===== src/rtl/hazard_sequencer.sv =====
// hazard_sequencer: ID-stage front-end controller handling load-use, taken-branch and memory-busy sequencing.
module hazard_sequencer #(
  parameter int LU_CYCLES = 1,
  parameter int CNT_W = 16
) (
  input  logic             clk_i,
  input  logic             rst_i,
  input  logic             start_i,
  input  logic [31:0]      instr_i,
  input  logic             idex_memread_i,
  input  logic [4:0]       idex_rd_i,
  input  logic             branch_eq_i,
  input  logic             mem_stall_i,
  output logic             pc_write_o,
  output logic             ifid_write_o,
  output logic             ifid_flush_o,
  output logic             branch_taken_o,
  output logic             noop_o,
  output logic             freeze_o,
  output logic [1:0]       imm_sel_o,
  output logic [CNT_W-1:0] stall_cnt_o,
  output logic [CNT_W-1:0] flush_cnt_o
);
  typedef enum logic [1:0] {IDLE, RUN, LU_STALL, MEM_STALL} state_t;
  state_t state, state_nx;
  logic [3:0] lu_cnt, lu_cnt_nx;
  logic [6:0] opc;
  logic [4:0] rs1, rs2;
  logic [2:0] f3;
  logic uses_rs1, uses_rs2, lu_haz, br_tk, stall_inc;
  assign opc = instr_i[6:0];
  assign rs1 = instr_i[19:15];
  assign rs2 = instr_i[24:20];
  assign f3 = instr_i[14:12];
  assign uses_rs1 = opc inside {7'b0110011, 7'b0010011, 7'b0000011, 7'b0100011, 7'b1100011};
  assign uses_rs2 = opc inside {7'b0110011, 7'b0100011, 7'b1100011};
  assign imm_sel_o = opc == 7'b0100011 ? 2'b01 : opc == 7'b1100011 ? 2'b10 : 2'b00;
  assign lu_haz = idex_memread_i && idex_rd_i != 5'd0 &&
                  ((uses_rs1 && rs1 == idex_rd_i) || (uses_rs2 && rs2 == idex_rd_i));
  assign br_tk = opc == 7'b1100011 && ((f3 == 3'b000 && branch_eq_i) || (f3 == 3'b001 && !branch_eq_i));
  always_comb begin
    state_nx = state;
    lu_cnt_nx = lu_cnt;
    pc_write_o = 1'b0;
    ifid_write_o = 1'b0;
    ifid_flush_o = 1'b0;
    branch_taken_o = 1'b0;
    noop_o = 1'b0;
    freeze_o = 1'b0;
    case (state)
      IDLE: begin
        noop_o = 1'b1;
        state_nx = start_i ? RUN : IDLE;
      end
      RUN: begin
        if (mem_stall_i) begin
          freeze_o = 1'b1;
          state_nx = MEM_STALL;
        end else if (lu_haz) begin
          noop_o = 1'b1;
          lu_cnt_nx = 4'(LU_CYCLES - 1);
          state_nx = LU_CYCLES == 1 ? RUN : LU_STALL;
        end else begin
          pc_write_o = 1'b1;
          ifid_write_o = 1'b1;
          ifid_flush_o = br_tk;
          branch_taken_o = br_tk;
        end
      end
      LU_STALL: begin
        if (mem_stall_i) begin
          freeze_o = 1'b1;
          state_nx = MEM_STALL;
        end else begin
          noop_o = 1'b1;
          lu_cnt_nx = lu_cnt - 4'd1;
          state_nx = lu_cnt <= 4'd1 ? RUN : LU_STALL;
        end
      end
      default: begin
        // lu_cnt was held on entry, so a nonzero value means bubbles are still owed
        freeze_o = 1'b1;
        state_nx = mem_stall_i ? MEM_STALL : lu_cnt != 4'd0 ? LU_STALL : RUN;
      end
    endcase
  end
  assign stall_inc = state != IDLE && (freeze_o || (noop_o && !pc_write_o));
  always_ff @(posedge clk_i or negedge rst_i) begin
    if (!rst_i) begin
      state <= IDLE;
      lu_cnt <= 4'd0;
      stall_cnt_o <= '0;
      flush_cnt_o <= '0;
    end else begin
      state <= state_nx;
      lu_cnt <= lu_cnt_nx;
      if (stall_inc && !(&stall_cnt_o)) stall_cnt_o <= stall_cnt_o + 1'b1;
      if (ifid_flush_o && !(&flush_cnt_o)) flush_cnt_o <= flush_cnt_o + 1'b1;
    end
  end
endmodule

===== config.mk =====
export PLATFORM = sky130hd
export DESIGN_NAME = hazard_sequencer
export DESIGN_NICKNAME = d
export VERILOG_FILES = /design/src/rtl/hazard_sequencer.sv
export SDC_FILE = /design/constraint.sdc
export NUM_CORES = 1
export LEC_CHECK = 0
export ABC_AREA = 1
export BUFFER_PORTS_ARGS = -buffer_cell sky130_fd_sc_hd__buf_4
export CAP_MARGIN = 25
export CORE_MARGIN = 8
export CORE_UTILIZATION = 30
export DETAILED_ROUTE_END_ITERATION = 6
export HOLD_SLACK_MARGIN = 0.08
export PLACE_DENSITY = 0.58
export SLEW_MARGIN = 15
export SYNTH_ARGS = -nofsm -noshare
export SYNTH_HDL_FRONTEND = slang
export SYNTH_SLANG_ARGS = --single-unit

===== constraint.sdc =====
create_clock -name clk_i -period 2 [get_ports clk_i]
set_input_delay 0.3 -clock clk_i [delete_from_list [all_inputs] [get_ports clk_i]]
set_output_delay 0.3 -clock clk_i [all_outputs]
set_load 0.05 [all_outputs]

==> results of run 1 <==
-- where the power goes --
| part | switching, mW | internal (mW) | leakage [nW] |
|---|---|---|---|
| combinational | 1.14 | 0.598 | 1.32 |
| sequential | 0.101 | 0.885 | 0.483 |
| clock | 0.277 | 0.279 | 0.0482 |
-- repair_timing --
item	in CTS	in global routing
hold endpoints to repair	38	0
resized for setup	3	9
pin swaps	0	2
hold buffers	1	0
setup endpoints to repair	1	15
buffers inserted	0	3
-- registers in the layout (all words and copies together) (netlist names) --
name,flops
lu_cnt,4
flush_cnt_o,16
state,2
stall_cnt_o,16
-- area by class of cell --
class | instances | area, µm² | share of cell area
Inverter | 51 | 191 | 0.0542
Clock inverter | 1 | 5.00 | 0.00142
Tap cell | 108 | 135 | 0.0383
Timing Repair Buffer | 88 | 667 | 0.189
Clock buffer | 7 | 86.3 | 0.0245
Multi-Input combinational cell | 260 | 1490 | 0.422
Sequential cell | 38 | 956 | 0.271
-- critical path: stages, from the launching register on --
cell and delay [ns]:
dfrtp_1 0.43, inv_2 0.11, ha_4 0.16, nand3_2 0.10
nor2_2 0.19, buf_4 0.15, buf_4 0.18
-- placed cells by master, fill, tap and decap left out --
cell	n
a211o_1	1
a21oi_1	5
a21oi_2	1
buf_4	86
buf_6	1
clkbuf_1	1
clkbuf_8	6
clkinv_2	1
dfrtp_1	34
dfrtp_2	4
dlygate4sd3_1	1
ha_1	6
ha_4	2
inv_1	43
inv_2	8
nand2_1	100
nand2_2	14
nand2_4	1
nand3_1	15
nand3_2	4
nand3_4	1
nand4_1	20
nand4_2	1
nor2_1	25
nor2_2	1
nor2_4	1
nor3_1	9
nor3_2	3
nor3b_1	1
nor4_1	2
o211ai_1	1
o21ai_0	7
o21ai_1	4
o21ai_4	1
o221ai_1	1
o22ai_1	1
o31ai_1	2
xnor2_1	7
xor2_1	23
-- cells by family (layout without fill, tap and decap cells) --
family | after synthesis | in the layout | share of synthesized area
simple gates | 198 | 198 | 0.353
buf+inv | 60 | 147 | 0.0958
flops | 38 | 38 | 0.361
xor+xnor | 30 | 30 | 0.0996
compound gates | 24 | 24 | 0.0531
fa+ha+maj | 8 | 8 | 0.0380
-- per-stage QoR --
stage	util	instance area, µm²	TNS [ns]	std cells	hold WS (ns)
after floorplan	-	2650	0	358	0.00441
after global placement	0.388	3350	0	541	0.305
after detailed placement	0.388	3350	0	541	0.305
after CTS	0.401	3460	0	550	0.391
after global routing	0.409	3530	-0.0226	553	0.426
final	0.409	3530	0	553	0.388
-- worst paths after layout --
path / from / endpoint / slack (ns) / cells after the start
worst max-delay path: state[1] / branch_taken_o / 0.10 / 6
worst min-delay path: start_i / state[0] / 0.39 / 5
worst max register to register: flush_cnt_o[1] / flush_cnt_o[6] / 0.17 / 10
worst min register to register: lu_cnt[1] / lu_cnt[1] / 0.49 / 2
max in group asynchronous: rst_i / stall_cnt_o[1] / 1.11 / 2
min in group asynchronous: rst_i / flush_cnt_o[0] / 0.52 / 2
-- metal layers --
metal  wire (µm)  part of all wire  up-vias  track usage
met2        3310              0.49       41        0.190
li1            -                 -     1311            -
met1        3100              0.46     1152        0.147
met4          30            0.0044        0       0.0231
met3         313             0.046        5       0.0281
met5           0                 0        -            0
==> results.yml, run 1 <==
logic_synthesis:
  ys_top_cells_by_count: "nand2_1, inv_1, dfrtp_1, nor2_1, xor2_1"
  syn-num-nets: 409
  synth.area.top_cells: "dfrtp_1, nand2_1, xor2_1"
  synth_top_area_share: 0.361
  async_flop_share: 1.00
  ys.flop_type: "dfrtp_1"
  syn_area_um2: 2640
  synth_top_cell_by_area: "dfrtp_1"
  yosysMostFrequentCell: "nand2_1"
  avgSynthCellArea_um2: 7.37
  ys_ff_latch: 38
  synthCells: 358
  yosysWarnings: 0
  yosysSeqAreaShare: 0.361
  synth_edf_count: 0
  synth_cell_types: 33
route:
  dr.pass1.iters: 4
  vias: 2509
  drtAntennaViolNets: 0
  via_per_inst: 4.54
  routedWlPerCell_um: 12.2
  wl_um: 6760
  drtIter0Drc: 64
  drc: 0
sta:
  finClkSkew_ns: 0.00848
  fin_crit_sh: 0.948
  setup-violations-final: 0
  worst_pin_slew_ns: 0.488
  fin_ws_ns: 0.103
  fmax_mhz: 527
  slew_violations: 0
  period_needed_ns: 1.90
  finalHoldViolCount: 0
  relSlewSlack: 0.675
cts:
  cts_tree: "yes"
  clock-sinks: 38
  clk_transition_reported_paths_ns: 0.07
  clock_tree.buffer_depth: 2
  numCtsBuffers: 5
  insertion_delay_ns: 0.29
  root_buffer: "clkbuf_8"
  htreeDepth: 2
place:
  gp_congestion: 0.816
  io_buffers: 70
  dpl.hpwl_um: 5250
  post-place-ws_ns: 0.110
critical_path:
  cp_data_required_time_ns: 1.70
  start_kind: "flip-flop"
  cp.arrival_ns: 1.60
  worstSetupPathType: "reg2out"
  cp-end-kind: "output port"
  path_max_fanout: 4
pwr:
  p_per_area_nw_per_um2: 928
  vdd_ir_drop_max_mv: 0.530
  finalPower_mw: 3.28
  p_leak_nw: 1.85
grt:
  grt_max_degree: 39
  antenna_found_initial: 0
  grt_pass1_wl_um: 11400
  grtUsageTotal: 0.114
  global_route.overflow_total: 0
  grt_pass1_vias: 2507
cells_and_area:
  antenna_cells: 0
  num-nets-final: 495
  drive_gt1_frac: 0.306
  fillers: 904
  syn_to_final_growth_pct: 33.9
run:
  drv_cap: 0
floorplanning:
  boundaryPins: 83
  die_w_um: 110
  initial_utilization: 0.305
  die_area_um2: 12000
  rows: 34
  fp.dieH_um: 110
  core_area_um2: 8640
hold_path:
  hold_class: "in2reg"
status:
  outcome: "finished, final reports clean"
No activity file was read; power rests on OpenSTA's default activity.
==> inputs of run 2 (changes only) <==
--- a/config.mk
+++ b/config.mk
@@ -5,14 +5,12 @@
 export SDC_FILE = /design/constraint.sdc
 export NUM_CORES = 1
 export LEC_CHECK = 0
-export ABC_AREA = 1
 export BUFFER_PORTS_ARGS = -buffer_cell sky130_fd_sc_hd__buf_4
 export CAP_MARGIN = 25
 export CORE_MARGIN = 8
 export CORE_UTILIZATION = 30
 export DETAILED_ROUTE_END_ITERATION = 6
-export HOLD_SLACK_MARGIN = 0.08
-export PLACE_DENSITY = 0.58
+export PLACE_DENSITY = 0.59
 export SLEW_MARGIN = 15
 export SYNTH_ARGS = -nofsm -noshare
 export SYNTH_HDL_FRONTEND = slang
==> run 2 against run 1 <==
- the flow now finishes with violations (setup timing)
- synthesized cell count fell by 34%
- non-clock buffer count rose by 33
- core utilization is 6.8 points higher
- hold slack improved by 0.0084 ns
- critical endpoint is now stall_cnt_o[14]
- largest cell class unchanged
==> results.yml, run 2 <==
pwr:
  internal_power_mw: 2.52
  seqPwrFrac: 0.252
  p_leak_nw: 1.67
  clkPwrFrac: 0.118
  p_per_area_nw_per_um2: 1260
  vdd_ir_drop_max_mv: 0.599
  p_switching_mw: 2.09
  p_comb_frac: 0.631
  p_sw_frac: 0.454
route:
  routedWlPerCell_um: 14.9
  vias: 2193
  wl_um: 6910
  drc: 0
  drtIter0Drc: 51
  via_per_inst: 4.74
  drtAntennaViolNets: 0
  dr.pass1.iters: 4
floorplanning:
  fp.dieH_um: 104
  die_w_um: 104
  initial_utilization: 0.306
  rows: 32
  boundaryPins: 83
  core_area_um2: 7650
  die_area_um2: 10900
sta:
  fmax_mhz: 468
  setup-violations-final: 19
  worst_pin_slew_ns: 0.503
  rsz0062_at_grt: "yes"
  finClkSkew_ns: 0.0105
  period_needed_ns: 2.14
  fin_ws_ns: -0.138
  relSlewSlack: 0.665
  whs_ns: 0.397
  fin_crit_sh: 1.07
  slew_violations: 0
  finalHoldViolCount: 0
  setup-tns-final_ns: -0.768
critical_path:
  path_max_fanout: 3
  reg2reg_depth: 7
  worstSetupPathType: "reg2reg"
  reg2reg_to: "stall_cnt_o[14]"
  cp.arrival_ns: 2.31
  reg2reg_setup_slack_ns: -0.14
  start_kind: "flip-flop"
  cp-end-kind: "flip-flop"
  crit_path_start: "state[0]"
  reg2reg_from: "state[0]"
  cp_data_required_time_ns: 2.17
cells_and_area:
  final_cell_mix: "buf_4, dfrtp_1, xnor2_1"
  drive_gt1_frac: 0.485
  multi_input_area_um2: 1460
  final_util: 0.477
  syn_to_final_growth_pct: 55.7
  num-nets-final: 411
  design_area_um2: 3640
  fillers: 729
  reg_top3: "flush_cnt_o (16), stall_cnt_o (16), lu_cnt (4)"
  register_area_um2: 963
  antenna_cells: 0
  mostFrequentLayoutCell: "buf_4"
cts:
  clock-sinks: 38
  insertion_delay_ns: 0.28
  htreeDepth: 2
  numCtsBuffers: 5
  root_buffer: "clkbuf_8"
  clk_transition_reported_paths_ns: 0.08
  cts_tree: "yes"
  clock_tree.buffer_depth: 2
logic_synthesis:
  yosysWarnings: 0
  synth_top_cell_by_area: "dfrtp_1"
  synth_top_area_share: 0.406
  async_flop_share: 1.00
  synth.area.top_cells: "dfrtp_1, xnor2_1, xor2_1"
  yosysSeqAreaShare: 0.406
  ys_ff_latch: 38
  avgSynthCellArea_um2: 9.84
  synthCells: 238
  ys_top_cells_by_count: "dfrtp_1, xnor2_1, nand2_1"
  synth_cell_types: 47
  syn-num-nets: 289
  synth_edf_count: 0
  yosysMostFrequentCell: "dfrtp_1"
  ys.flop_type: "dfrtp_1"
  syn_area_um2: 2340
grt:
  grtUsageTotal: 0.123
  grt_max_degree: 39
  grt_pass1_wl_um: 11200
  global_route.overflow_total: 0
  grt_pass1_vias: 2253
  antenna_found_initial: 0
status:
  violations: "setup timing"
  outcome: "complete, but fails checks"
place:
  placed_cell_area_um2: 3300
  dpl.hpwl_um: 5090
  gp_congestion: 0.815
  io_buffers: 70
  post-place-ws_ns: -0.205
hold_path:
  hold_class: "in2reg"
  whs_endpoint: "state[1]"
  hp-start: "mem_stall_i"
  holdPathStages: 3
run:
  drv_cap: 0
-- run 2: changes by cell type after synthesis, sizes merged, moves of 12 or more --
cell	before	now
and3	0	12
xnor2	7	25
nor2	27	14
nand2	115	15
inv	51	10
-- run 2: final cells by class --
cell class              count  area share
repair buffers            121       0.266
multi-input cells         184       0.400
inverters                  10      0.0103
flip-flops and latches     38       0.264
clock buffers               7      0.0237
clock inverters             1     0.00137
well taps                 102      0.0350
-- run 2: per-layer routing --
layer / vias up / share of wire / wire [µm] / GRT usage
li1: 1093 / - / - / -
met1: 1048 / 0.47 / 3220 / 0.161
met2: 47 / 0.47 / 3260 / 0.194
met3: 5 / 0.052 / 356 / 0.0328
met4: 0 / 0.010 / 69 / 0.0372
met5: - / 0 / 0 / 0
-- run 2: how the worst max path moves through the flow --
| stage | endpoint | cells past startpoint |
|---|---|---|
| after global placement | flush_cnt_o[1] | 8 |
| after global routing | stall_cnt_o[14] | 7 |
| after CTS | stall_cnt_o[14] | 7 |
| after floorplan | ifid_flush_o | 6 |
| after detailed placement | stall_cnt_o[14] | 8 |
| final | stall_cnt_o[14] | 7 |
-- run 2: cell families (layout without fill, tap and decap cells) --
kind of cell,Yosys count,after routing,share of synthesized area
flops,38,38,0.406
compound gates,28,29,0.101
fa+ha+maj,8,8,0.0428
xor+xnor,38,38,0.142
buf+inv,17,139,0.0321
simple gates,104,104,0.252
mux,5,5,0.0235
-- run 2: power groups by stage --
stage / logic (mW) / clock network, mW / registers (mW)
finish: 2.91 / 0.542 / 1.16
global route: 3.10 / 0.599 / 1.19
CTS: 2.85 / 0.568 / 1.16
detailed placement: 2.59 / 0 / 1.17
global placement: 2.56 / 0 / 1.16
floorplan: 1.09 / 0 / 1.69
-- run 2: through the flow --
step,power [mW],std cells
2_1_floorplan,2.78,238
3_3_place_gp,3.72,444
3_5_place_dp,3.76,444
4_1_cts,4.57,462
5_1_grt,4.89,463
6_report,4.61,463
-- run 2: critical path, stage by stage, from the launching register on --
cell	delay, ns
dfrtp_1	0.42
inv_2	0.13
ha_4	0.15
or3b_1	0.36
a21o_1	0.20
a21boi_4	0.15
nor4b_2	0.26
mux2_2	0.36
-- run 2: timing repair --
action                     CTS  global route
hold buffers                 1             0
pin swaps                    8             9
gates cloned                 1             1
hold endpoints to repair    30             0
setup endpoints to repair   22            25
gates resized for setup     30            11
setup buffers                8             0
